--- src/rtl/sideband_pkg.sv ---
// Shared types for the sideband frame reader: descriptor layout, reader FSM states
// and a saturating increment for the error counter.
package sideband_pkg;

    localparam int SB_LEN_W = 12;

    typedef struct packed {
        logic                drop;
        logic [2:0]          port;
        logic [3:0]          rsvd;
        logic [SB_LEN_W-1:0] len;
    } sb_desc_t;

    typedef enum logic [1:0] {
        IDLE   = 2'd0,
        FETCH  = 2'd1,
        STREAM = 2'd2,
        DRAIN  = 2'd3
    } rd_state_t;

    function automatic logic [7:0] sat_inc8(input logic [7:0] v);
        return (v == 8'hFF) ? v : v + 8'd1;
    endfunction

endpackage

--- src/rtl/sideband_skid2.sv ---
// Two-entry valid/ready skid buffer; the head entry drives the output and holds
// until accepted, so the egress side sees stable data under backpressure.
module sideband_skid2 #(
    parameter int W = 10
) (
    input  logic         clk_i,
    input  logic         reset_i,
    input  logic         in_valid_i,
    input  logic [W-1:0] in_data_i,
    input  logic         out_ready_i,
    output logic         out_valid_o,
    output logic [W-1:0] out_data_o,
    output logic [1:0]   count_o
);

    logic [W-1:0] ent0_q;
    logic [W-1:0] ent1_q;
    logic [1:0]   count_q;
    logic         pop_s;

    assign pop_s       = out_ready_i && (count_q != 2'd0);
    assign out_valid_o = (count_q != 2'd0);
    assign out_data_o  = ent0_q;
    assign count_o     = count_q;

    // Entry storage and occupancy; a push into a full buffer is ignored (upstream gates it).
    always_ff @(posedge clk_i or posedge reset_i) begin
        if (reset_i) begin
            ent0_q  <= '0;
            ent1_q  <= '0;
            count_q <= 2'd0;
        end else begin
            case ({in_valid_i, pop_s})
                2'b10: begin
                    if (count_q == 2'd0) begin
                        ent0_q  <= in_data_i;
                        count_q <= 2'd1;
                    end else if (count_q == 2'd1) begin
                        ent1_q  <= in_data_i;
                        count_q <= 2'd2;
                    end
                end
                2'b01: begin
                    ent0_q  <= ent1_q;
                    count_q <= count_q - 2'd1;
                end
                2'b11: begin
                    if (count_q == 2'd1) begin
                        ent0_q <= in_data_i;
                    end else begin
                        ent0_q <= ent1_q;
                        ent1_q <= in_data_i;
                    end
                end
                default: begin
                    count_q <= count_q;
                end
            endcase
        end
    end

endmodule

--- src/rtl/sideband_frame_reader.sv ---
// Pops one sideband descriptor per frame, then streams (or silently drains) that
// many beats from the frame FIFO into a 2-entry skid buffer feeding egress.
module sideband_frame_reader
    import sideband_pkg::*;
#(
    parameter int W_DATA = 8,
    parameter int W_DESC = 20,
    parameter int W_CNT  = 16
) (
    input  logic              clk,
    input  logic              reset,
    input  logic [W_DESC-1:0] sb_rdata,
    input  logic              sb_empty,
    output logic              sb_ren,
    input  logic [W_DATA-1:0] fr_rdata,
    input  logic              fr_empty,
    output logic              fr_ren,
    output logic [W_DATA-1:0] out_data,
    output logic              out_valid,
    input  logic              out_ready,
    output logic              out_sop,
    output logic              out_eop,
    output logic [2:0]        out_port,
    output logic              busy,
    output logic [W_CNT-1:0]  frames_sent,
    output logic [W_CNT-1:0]  frames_dropped,
    output logic [7:0]        desc_errors
);

    rd_state_t           state_q;
    logic [SB_LEN_W-1:0] rem_q;
    logic [2:0]          port_q;
    logic                sop_pend_q;
    logic                inflight_q;
    logic                infl_sop_q;
    logic                infl_eop_q;
    logic [W_CNT-1:0]    sent_q;
    logic [W_CNT-1:0]    dropped_q;
    logic [7:0]          err_q;

    sb_desc_t            desc_s;
    logic                rsvd_unused_s;
    logic [1:0]          skid_cnt_s;
    logic                skid_push_s;
    logic                skid_pop_s;
    logic                room_s;
    logic [W_DATA+1:0]   skid_out_s;

    assign desc_s        = sb_desc_t'(sb_rdata);
    assign rsvd_unused_s = ^desc_s.rsvd;

    // Only beats read while streaming enter the skid; drained beats are discarded.
    assign skid_push_s = inflight_q && (state_q == STREAM);
    assign skid_pop_s  = out_valid && out_ready;
    // Occupancy after this cycle's accept plus the read still in flight must leave a free slot.
    assign room_s = (({1'b0, skid_cnt_s} + {2'b00, inflight_q}) - {2'b00, skid_pop_s}) < 3'd2;

    // FIFO pop requests, evaluated against this cycle's empty flags.
    always_comb begin
        sb_ren = 1'b0;
        fr_ren = 1'b0;
        if (reset) begin
            sb_ren = 1'b0;
            fr_ren = 1'b0;
        end else begin
            case (state_q)
                IDLE:    sb_ren = !sb_empty;
                STREAM:  fr_ren = !fr_empty && (rem_q != 12'd0) && room_s;
                DRAIN:   fr_ren = !fr_empty && (rem_q != 12'd0);
                default: begin
                    sb_ren = 1'b0;
                    fr_ren = 1'b0;
                end
            endcase
        end
    end

    sideband_skid2 #(
        .W (W_DATA + 2)
    ) u_skid (
        .clk_i       (clk),
        .reset_i     (reset),
        .in_valid_i  (skid_push_s),
        .in_data_i   ({fr_rdata, infl_sop_q, infl_eop_q}),
        .out_ready_i (out_ready),
        .out_valid_o (out_valid),
        .out_data_o  (skid_out_s),
        .count_o     (skid_cnt_s)
    );

    assign out_data       = skid_out_s[W_DATA+1:2];
    assign out_sop        = skid_out_s[1];
    assign out_eop        = skid_out_s[0];
    assign out_port       = port_q;
    assign busy           = (state_q != IDLE);
    assign frames_sent    = sent_q;
    assign frames_dropped = dropped_q;
    assign desc_errors    = err_q;

    // Reader FSM, beat accounting, in-flight tagging and statistics.
    always_ff @(posedge clk or posedge reset) begin
        if (reset) begin
            state_q    <= IDLE;
            rem_q      <= 12'd0;
            port_q     <= 3'd0;
            sop_pend_q <= 1'b0;
            inflight_q <= 1'b0;
            infl_sop_q <= 1'b0;
            infl_eop_q <= 1'b0;
            sent_q     <= '0;
            dropped_q  <= '0;
            err_q      <= 8'd0;
        end else begin
            inflight_q <= fr_ren;
            infl_sop_q <= fr_ren && sop_pend_q;
            infl_eop_q <= fr_ren && (rem_q == 12'd1);
            if (fr_ren) begin
                rem_q      <= rem_q - 12'd1;
                sop_pend_q <= 1'b0;
            end
            case (state_q)
                IDLE: begin
                    if (sb_ren) begin
                        state_q <= FETCH;
                    end
                end
                FETCH: begin
                    if (desc_s.len == 12'd0) begin
                        err_q   <= sat_inc8(err_q);
                        state_q <= IDLE;
                    end else begin
                        port_q     <= desc_s.port;
                        rem_q      <= desc_s.len;
                        sop_pend_q <= 1'b1;
                        state_q    <= desc_s.drop ? DRAIN : STREAM;
                    end
                end
                STREAM: begin
                    if (skid_pop_s && out_eop) begin
                        sent_q  <= sent_q + {{(W_CNT-1){1'b0}}, 1'b1};
                        state_q <= IDLE;
                    end
                end
                DRAIN: begin
                    if ((rem_q == 12'd0) && !inflight_q) begin
                        dropped_q <= dropped_q + {{(W_CNT-1){1'b0}}, 1'b1};
                        state_q   <= IDLE;
                    end
                end
                default: state_q <= IDLE;
            endcase
        end
    end

endmodule

--- config.mk ---
export PLATFORM = sky130hd
export DESIGN_NAME = sideband_frame_reader
export DESIGN_NICKNAME = d
export VERILOG_FILES = /design/src/rtl/sideband_pkg.sv /design/src/rtl/sideband_skid2.sv /design/src/rtl/sideband_frame_reader.sv
export SDC_FILE = /design/constraint.sdc
export NUM_CORES = 1
export LEC_CHECK = 0
export ABC_AREA = 1
export CAP_MARGIN = 30
export CORE_MARGIN = 1
export CORE_UTILIZATION = 49
export CTS_BUF_LIST = sky130_fd_sc_hd__clkbuf_4 sky130_fd_sc_hd__clkbuf_8
export DETAILED_ROUTE_END_ITERATION = 8
export PLACE_DENSITY = 0.75
export SLEW_MARGIN = 40
export SYNTH_ARGS = -nofsm -noshare
export SYNTH_HDL_FRONTEND = slang
export SYNTH_HIERARCHICAL = 1
export SYNTH_SLANG_ARGS = --single-unit
--- constraint.sdc ---
create_clock -name clk -period 3.5 [get_ports clk]
set_input_delay 0.35 -clock clk [delete_from_list [all_inputs] [get_ports clk]]
set_output_delay 0.35 -clock clk [all_outputs]
set_load 0.01 [all_outputs]
==> run_summary.xml, run 1 <==
<?xml version="1.0" encoding="UTF-8"?>
<metrics>
  <group name="outcome">
    <metric name="run_status" unit="">complete, no violations</metric>
  </group>
  <group name="sta">
    <metric name="finalWorstSetupSlack" unit="ps">213.4</metric>
    <metric name="maxClockFrequency" unit="GHz">0.3043</metric>
    <metric name="setup-violations-final" unit="">0</metric>
    <metric name="slew_headroom" unit="">0.4396</metric>
    <metric name="grt_setup_unrepaired" unit="">no</metric>
    <metric name="tns" unit="ps">0</metric>
    <metric name="timing.final.crit_period" unit="ps">3287</metric>
    <metric name="tightestPinTransition" unit="ps">839.7</metric>
    <metric name="timing.final.hold_violations" unit="">0</metric>
    <metric name="period_share" unit="">0.9390</metric>
    <metric name="slew_viol_final" unit="">0</metric>
    <metric name="finClkSkew" unit="ps">13.04</metric>
  </group>
  <group name="synthesis">
    <metric name="synth_area_leader" unit="">sky130_fd_sc_hd__dfrtp_1</metric>
    <metric name="avgSynthCellArea" unit="µm²">7.151</metric>
    <metric name="postSynth.topFlopCell" unit="">sky130_fd_sc_hd__dfrtp_1</metric>
    <metric name="ys_types" unit="">32</metric>
    <metric name="synth.yosys.seq_area_share" unit="">0.4155</metric>
    <metric name="syn-instance-count" unit="">699</metric>
    <metric name="postSynth.asyncResetShare" unit="">1.000</metric>
    <metric name="post_synth_main_area_contributors" unit="">sky130_fd_sc_hd__dfrtp_1 42%, sky130_fd_sc_hd__nand2_1 19%, sky130_fd_sc_hd__nand3_1 8.8%, sky130_fd_sc_hd__inv_1 5.6%, sky130_fd_sc_hd__nor2_1 3.6%</metric>
    <metric name="synthDominantCellAreaShare" unit="">0.4155</metric>
    <metric name="synthesis.nets" unit="">743</metric>
    <metric name="yosysMostFrequentCell" unit="">sky130_fd_sc_hd__nand2_1</metric>
    <metric name="mappedNetlistArea" unit="µm²">4999</metric>
    <metric name="synth_common_cells" unit="">259 x sky130_fd_sc_hd__nand2_1, 88 x sky130_fd_sc_hd__nand3_1, 83 x sky130_fd_sc_hd__dfrtp_1</metric>
    <metric name="yosys_warnings" unit="">6</metric>
    <metric name="synth_enable_flop_cells" unit="">0</metric>
    <metric name="yosys_register_bits" unit="">83</metric>
  </group>
  <group name="clock_network">
    <metric name="cts.reportedPaths.clkPinSlew" unit="ps">80</metric>
    <metric name="cts_max_level" unit="">3</metric>
    <metric name="inserted_clock_buffers" unit="">9</metric>
    <metric name="cts_tree" unit="">yes</metric>
    <metric name="cts_buffer_depth" unit="">2</metric>
    <metric name="clock_sink_count" unit="">83</metric>
    <metric name="insertion_delay" unit="ps">360</metric>
    <metric name="clockRootBuffer" unit="">sky130_fd_sc_hd__clkbuf_8</metric>
  </group>
  <group name="route">
    <metric name="detail_route.vias_per_cell" unit="">5.066</metric>
    <metric name="dr_total_vias" unit="">4681</metric>
    <metric name="antenna_violation_net_count_after_detailed_routing" unit="">0</metric>
    <metric name="drt_drc_violations_left" unit="">0</metric>
    <metric name="routedWlPerCell" unit="µm">12.35</metric>
    <metric name="first_pass_drt_iterations" unit="">7</metric>
    <metric name="finalWirelength" unit="mm">11.41</metric>
    <metric name="drt_iter0_markers" unit="">180</metric>
  </group>
  <group name="die">
    <metric name="die_h" unit="µm">103</metric>
    <metric name="dieArea" unit="µm²">10610</metric>
    <metric name="top_level_pins" unit="">90</metric>
    <metric name="chipWidth" unit="µm">103</metric>
    <metric name="core_region_area" unit="µm²">9819</metric>
    <metric name="starting_density_of_the_core" unit="">0.5090</metric>
    <metric name="number_of_standard_cell_rows_in_the_floorplan" unit="">36</metric>
  </group>
  <group name="setup_path">
    <metric name="cp_num_buf_inv" unit="">5</metric>
    <metric name="crit_required" unit="ps">3150</metric>
    <metric name="worst_ep_arrival_time" unit="ps">2940</metric>
    <metric name="critPathMaxStageDelay" unit="ps">480</metric>
    <metric name="worstSetupPathType" unit="">flip-flop to output port</metric>
    <metric name="end_kind" unit="">output port</metric>
    <metric name="timing.critical_path.slowest_stage_cell" unit="">sky130_fd_sc_hd__fa_1</metric>
    <metric name="critPathMaxFanout" unit="">8</metric>
    <metric name="startpoint_type" unit="">flip-flop</metric>
    <metric name="cpLargestDelayFamily" unit="">adder cells</metric>
    <metric name="timing.critical_path.cells" unit="">inv_1 -&gt; ha_1 -&gt; inv_2 -&gt; nand2_1 -&gt; inv_1 -&gt; ha_1 -&gt; or2_2 -&gt; fa_1 -&gt; nand3_1 -&gt; a21oi_2 -&gt; nand2_2 -&gt; inv_1 -&gt; dlygate4sd2_1</metric>
    <metric name="critical-path-top-cell-by-count" unit="">sky130_fd_sc_hd__inv_1</metric>
  </group>
  <group name="pwr">
    <metric name="cellLeakagePower" unit="nW">3.094</metric>
    <metric name="irDropWorstVdd" unit="µV">395.4</metric>
    <metric name="power" unit="mW">3.784</metric>
    <metric name="power_per_cell_area" unit="nW/µm²">613.9</metric>
  </group>
  <group name="layout">
    <metric name="antenna_cells_inserted" unit="">0</metric>
    <metric name="layout_stage_area_growth_over_the_synthesis_result" unit="%">23.30</metric>
    <metric name="nFillCells" unit="">943</metric>
    <metric name="drive_gt1_frac" unit="">0.07332</metric>
    <metric name="design.final.nets" unit="">830</metric>
    <metric name="layout.cell_area.non_filler" unit="µm²">6163</metric>
  </group>
  <group name="grt">
    <metric name="globalRoute.totalOverflow" unit="">0</metric>
    <metric name="grt_max_degree" unit="">37</metric>
    <metric name="antenna_found_initial" unit="">0</metric>
    <metric name="overall_fraction_of_global_route_tracks_in_use" unit="">0.2240</metric>
    <metric name="first_global_vias" unit="">4298</metric>
    <metric name="wire_length_of_the_first_global_routing_pass" unit="mm">18.62</metric>
  </group>
  <group name="placement">
    <metric name="place_hpwl" unit="mm">8.475</metric>
    <metric name="io_buffer_count" unit="">85</metric>
    <metric name="dpl_cell_area" unit="µm²">5978</metric>
    <metric name="pre_cts_ws" unit="ps">245.5</metric>
    <metric name="gp_routability_congestion" unit="">0.8494</metric>
  </group>
  <group name="hold_path">
    <metric name="hp-class" unit="">flip-flop to flip-flop</metric>
  </group>
  <group name="flow_run">
    <metric name="cap_violations" unit="">0</metric>
  </group>
</metrics>
state kept, by name (all words and copies together) (netlist names):
name               cells
desc_errors            8
frames_dropped        16
frames_sent           16
infl_eop_q             1
infl_sop_q             1
inflight_q             1
out_port               3
rem_q                 12
sop_pend_q             1
state_q                2
u_skid/count_o         2
u_skid/ent1_q         10
u_skid/out_data_o     10
report_power, final:
group	internal [mW]	switching [mW]
sequential	1.22	0.194
combinational	0.705	1.03
clock	0.292	0.344
kinds of logic after synthesis:
kind of cell,after synthesis,share of synthesized area
simple gates,439,0.3820
buf+inv,101,0.08435
flops,83,0.4155
compound gates,36,0.03830
xor+xnor,29,0.05081
fa+ha+maj,11,0.02904
worst reg2reg max path, cell delays in order (launching register included):
cell	delay [ps]
sky130_fd_sc_hd__dfrtp_1	380
sky130_fd_sc_hd__inv_1	100
sky130_fd_sc_hd__ha_1	200
sky130_fd_sc_hd__inv_2	90
sky130_fd_sc_hd__nand2_1	70
sky130_fd_sc_hd__inv_1	40
sky130_fd_sc_hd__ha_1	250
sky130_fd_sc_hd__or2_2	300
sky130_fd_sc_hd__fa_1	490
sky130_fd_sc_hd__nand3_1	90
sky130_fd_sc_hd__a21oi_2	170
sky130_fd_sc_hd__buf_4	230
sky130_fd_sc_hd__nand3_1	110
sky130_fd_sc_hd__nand2_1	90
sky130_fd_sc_hd__nand2_1	50
sky130_fd_sc_hd__nand2_1	90
cells in the final DEF, fill, tap and decap left out, types with 3 or more instances in the layout:
master                            netlist  layout
sky130_fd_sc_hd__inv_2                  8      10
sky130_fd_sc_hd__clkdlybuf4s50_1        0      84
sky130_fd_sc_hd__ha_1                  10      10
sky130_fd_sc_hd__nor3_1                 9       9
sky130_fd_sc_hd__nand3_1               88      88
sky130_fd_sc_hd__dfrtp_1               83      83
sky130_fd_sc_hd__xnor2_1                9       9
sky130_fd_sc_hd__o21ai_0               19      19
sky130_fd_sc_hd__xor2_1                20      20
sky130_fd_sc_hd__nor2_2                 6       6
sky130_fd_sc_hd__buf_4                  6       8
sky130_fd_sc_hd__nand4_1                8       8
sky130_fd_sc_hd__nand2_2                4       4
sky130_fd_sc_hd__clkbuf_8               0      10
sky130_fd_sc_hd__nand2_1              259     259
sky130_fd_sc_hd__or2_2                  5       5
sky130_fd_sc_hd__nor2_1                48      48
sky130_fd_sc_hd__a21oi_1                3       3
sky130_fd_sc_hd__inv_1                 75      73
sky130_fd_sc_hd__o21ai_1               10      10
sky130_fd_sc_hd__nand3b_1               3       3
timing repair:
action,CTS,global route
buffers inserted,1,0
hold buffers,0,0
endpoints found under the hold margin,0,0
endpoints found under the setup margin,1,0
resized for setup,1,0
area by class of cell:
type	count	area [µm²]	area share
Inverter	83	311.5	0.05055
Tap cell	133	166.4	0.02700
Multi-Input combinational cell	515	2500	0.4056
Timing Repair Buffer	94	929.6	0.1508
Clock buffer	12	152.6	0.02477
Sequential cell	83	2077	0.3370
Clock inverter	4	26.28	0.004263
per-stage QoR:
stage | hold WS (ps) | instances | utilization
finish | 481.9 | 924 | 0.6277
global route | 510.3 | 924 | 0.6277
CTS | 485.0 | 924 | 0.6277
detailed placement | 464.0 | 907 | 0.6088
global placement | 461.8 | 907 | 0.6088
floorplan | 339.2 | 699 | -
layer usage:
metal | GRT usage | wire [µm]
met1 | 0.2743 | 5046
met2 | 0.3954 | 5698
met3 | 0.02644 | 502
met4 | 0.1018 | 164
met5 | 0 | 0
worst paths after layout:
kind / start / to / slack [ps] / cells after the start
min in group asynchronous: reset / u_skid/out_data_o[4] / 510 / 2
setup / recovery: u_skid/count_o[1] / fr_ren / 210 / 13
hold / removal: out_port[0] / out_port[0] / 480 / 2
max in group asynchronous: reset / frames_sent[4] / 2360 / 3
hold reg to reg: out_port[0] / out_port[0] / 480 / 2
setup reg to reg: u_skid/count_o[1] / rem_q[4] / 710 / 15
Power figures use the tool's default switching activity.
==> inputs of run 2 (changes only) <==
--- a/config.mk
+++ b/config.mk
@@ -11,7 +11,8 @@
 export CORE_UTILIZATION = 49
 export CTS_BUF_LIST = sky130_fd_sc_hd__clkbuf_4 sky130_fd_sc_hd__clkbuf_8
 export DETAILED_ROUTE_END_ITERATION = 8
-export PLACE_DENSITY = 0.75
+export DONT_BUFFER_PORTS = 1
+export GPL_ROUTABILITY_DRIVEN = 0
 export SLEW_MARGIN = 40
 export SYNTH_ARGS = -nofsm -noshare
 export SYNTH_HDL_FRONTEND = slang
==> constraint.sdc (replaced) <==
create_clock -name clk -period 3.5 [get_ports clk]
set_input_delay 0.35 -clock clk [delete_from_list [all_inputs] [get_ports clk]]
set_output_delay 0.35 -clock clk [all_outputs]
set_load 0.05 [all_outputs]
==> run 2 against run 1 <==
Compared with the run above: final area fell by 13%; critical path depth down 1; sequential power increased by 28%; routed wire length shrank 5.2%; sequential share of layout area is 5.1 points higher; first-iteration DRC count decreased by 13%; total power up 5.1%; fmax up 0.91%; clock power up 14%; non-clock buffer count shrank 86; critical endpoint unchanged; largest power group is now sequential cells.
==> run_summary.xml, run 2 (same netlist as run 1, synthesis figures left out) <==
<?xml version="1.0" encoding="UTF-8"?>
<metrics>
  <group name="outcome">
    <metric name="run_status" unit="">complete, no violations</metric>
  </group>
  <group name="sta">
    <metric name="slew_viol_final" unit="">0</metric>
    <metric name="finClkSkew" unit="ps">12.23</metric>
    <metric name="slew_headroom" unit="">0.5453</metric>
    <metric name="timing.final.crit_period" unit="ps">3257</metric>
    <metric name="grt_setup_unrepaired" unit="">no</metric>
    <metric name="maxClockFrequency" unit="GHz">0.3071</metric>
    <metric name="period_share" unit="">0.9305</metric>
    <metric name="setup-violations-final" unit="">0</metric>
    <metric name="tns" unit="ps">0</metric>
    <metric name="timing.final.hold_violations" unit="">0</metric>
    <metric name="tightestPinTransition" unit="ps">680.4</metric>
    <metric name="hold-worst-slack" unit="ps">105.9</metric>
  </group>
  <group name="clock_network">
    <metric name="clock_sink_count" unit="">83</metric>
    <metric name="inserted_clock_buffers" unit="">9</metric>
    <metric name="cts_tree" unit="">yes</metric>
    <metric name="clockRootBuffer" unit="">sky130_fd_sc_hd__clkbuf_8</metric>
    <metric name="insertion_delay" unit="ps">360</metric>
    <metric name="cts_max_level" unit="">3</metric>
    <metric name="cts_buffer_depth" unit="">2</metric>
    <metric name="cts.reportedPaths.clkPinSlew" unit="ps">90</metric>
  </group>
  <group name="die">
    <metric name="core_region_area" unit="µm²">9819</metric>
    <metric name="number_of_standard_cell_rows_in_the_floorplan" unit="">36</metric>
    <metric name="chipWidth" unit="µm">103</metric>
    <metric name="dieArea" unit="µm²">10610</metric>
    <metric name="top_level_pins" unit="">90</metric>
    <metric name="die_h" unit="µm">103</metric>
    <metric name="starting_density_of_the_core" unit="">0.5090</metric>
  </group>
  <group name="route">
    <metric name="antenna_violation_net_count_after_detailed_routing" unit="">0</metric>
    <metric name="drt_drc_violations_left" unit="">0</metric>
    <metric name="routedWlPerCell" unit="µm">12.90</metric>
    <metric name="first_pass_drt_iterations" unit="">5</metric>
    <metric name="dr_total_vias" unit="">4281</metric>
    <metric name="detail_route.vias_per_cell" unit="">5.109</metric>
    <metric name="finalWirelength" unit="mm">10.81</metric>
    <metric name="drt_iter0_markers" unit="">157</metric>
  </group>
  <group name="grt">
    <metric name="first_global_vias" unit="">4123</metric>
    <metric name="overall_fraction_of_global_route_tracks_in_use" unit="">0.2162</metric>
    <metric name="wire_length_of_the_first_global_routing_pass" unit="mm">18.05</metric>
    <metric name="globalRoute.totalOverflow" unit="">0</metric>
    <metric name="antenna_found_initial" unit="">0</metric>
    <metric name="grt_max_degree" unit="">42</metric>
  </group>
  <group name="setup_path">
    <metric name="startpoint_type" unit="">flip-flop</metric>
    <metric name="worst_ep_arrival_time" unit="ps">2910</metric>
    <metric name="end_kind" unit="">output port</metric>
    <metric name="reg2regPathDepth" unit="">16</metric>
    <metric name="worstSetupPathType" unit="">flip-flop to output port</metric>
    <metric name="critPathMaxFanout" unit="">6</metric>
    <metric name="crit_required" unit="ps">3150</metric>
  </group>
  <group name="pwr">
    <metric name="sequentialPowerShare" unit="">0.454</metric>
    <metric name="clock_power_share" unit="">0.183</metric>
    <metric name="netSwitchingFraction" unit="">0.4871</metric>
    <metric name="cellLeakagePower" unit="nW">2.774</metric>
    <metric name="comb_power_share" unit="">0.363</metric>
    <metric name="power_report.internal_total" unit="mW">2.040</metric>
    <metric name="power" unit="mW">3.977</metric>
    <metric name="power_per_cell_area" unit="nW/µm²">743.6</metric>
    <metric name="p_sw" unit="mW">1.937</metric>
    <metric name="irDropWorstVdd" unit="µV">386.1</metric>
  </group>
  <group name="hold_path">
    <metric name="hold_depth" unit="">2</metric>
    <metric name="hp-class" unit="">input pin to flip-flop</metric>
  </group>
  <group name="layout">
    <metric name="layout.cells.most_common_list" unit="">259 x sky130_fd_sc_hd__nand2_1, 88 x sky130_fd_sc_hd__nand3_1, 83 x sky130_fd_sc_hd__dfrtp_1</metric>
    <metric name="antenna_cells_inserted" unit="">0</metric>
    <metric name="layout.cells.most_common" unit="">sky130_fd_sc_hd__nand2_1</metric>
    <metric name="drive_gt1_frac" unit="">0.08227</metric>
    <metric name="design.final.nets" unit="">744</metric>
    <metric name="layout_stage_area_growth_over_the_synthesis_result" unit="%">7.009</metric>
    <metric name="final_core_utilization" unit="">0.5447</metric>
    <metric name="layoutNonFillerInstCount" unit="">838</metric>
  </group>
  <group name="placement">
    <metric name="io_buffer_count" unit="">0</metric>
    <metric name="place_hpwl" unit="mm">7.806</metric>
    <metric name="dp_cells" unit="">821</metric>
  </group>
  <group name="flow_run">
    <metric name="cap_violations" unit="">0</metric>
  </group>
</metrics>
==> run 2: power by group through the flow <==
stage	clock network, mW	logic, mW	registers [mW]
after floorplan	0	1.18	1.78
after global placement	0	1.37	1.82
after detailed placement	0	1.41	1.83
after CTS	0.759	1.43	1.81
after global routing	0.797	1.68	1.85
final	0.728	1.44	1.81
==> run 2: cell type report <==
cell class / count / area, µm²
fill: 999 / 4471
sequential: 83 / 2077
tap: 133 / 166.4
multi-input combinational: 515 / 2517
timing repair buffer: 8 / 62.56
clock buffer: 10 / 137.6
clock inverter: 6 / 70.07
inverter: 83 / 317.8
==> run 2: per-stage QoR <==
stage                     area [µm²]  setup WS [ps]
after global placement          5107          425.6
after floorplan                 4999          94.70
after CTS                       5331          96.22
after global routing            5349          60.82
final                           5349          243.2
after detailed placement        5110          386.8
==> run 2: per-layer routing <==
metal / up-vias / part of all wire / global-route usage / wire length, µm
li1: 2198 / - / - / -
met1: 1944 / 0.46 / 0.2727 / 4971
met2: 127 / 0.47 / 0.3672 / 5051
met3: 12 / 0.061 / 0.04136 / 657
met4: 0 / 0.012 / 0.08234 / 129
met5: - / 0 / 0 / 0
==> run 2: path summary, 6_finish.rpt <==
check	endpoint	slack [ps]	startpoint
worst min-delay path	out_port[2]	110	sb_rdata[18]
worst max-delay path	fr_ren	240	u_skid/count_o[1]
min in group asynchronous	u_skid/ent1_q[1]	540	reset
worst min register to register	u_skid/ent1_q[8]	490	u_skid/ent1_q[8]
max in group asynchronous	rem_q[3]	2270	reset
worst max register to register	rem_q[3]	640	u_skid/count_o[1]
==> run 2: what timing repair did <==
| action | in CTS | in global routing |
|---|---|---|
| endpoints found under the hold margin | 62 | 0 |
| endpoints found under the setup margin | 1 | 1 |
| setup buffers | 0 | 0 |
| hold buffers | 1 | 0 |
| resized for setup | 1 | 2 |
==> run 2: critical path, cell delays in order (launching register included) <==
cell	delay (ps)
sky130_fd_sc_hd__dfrtp_1	440
sky130_fd_sc_hd__inv_1	150
sky130_fd_sc_hd__ha_4	200
sky130_fd_sc_hd__inv_2	40
sky130_fd_sc_hd__nand2_1	60
sky130_fd_sc_hd__inv_1	40
sky130_fd_sc_hd__ha_1	250
sky130_fd_sc_hd__or2_2	300
sky130_fd_sc_hd__fa_1	490
sky130_fd_sc_hd__nand3_1	90
sky130_fd_sc_hd__a21oi_2	160
sky130_fd_sc_hd__nand2_2	90
sky130_fd_sc_hd__clkinvlp_4	240
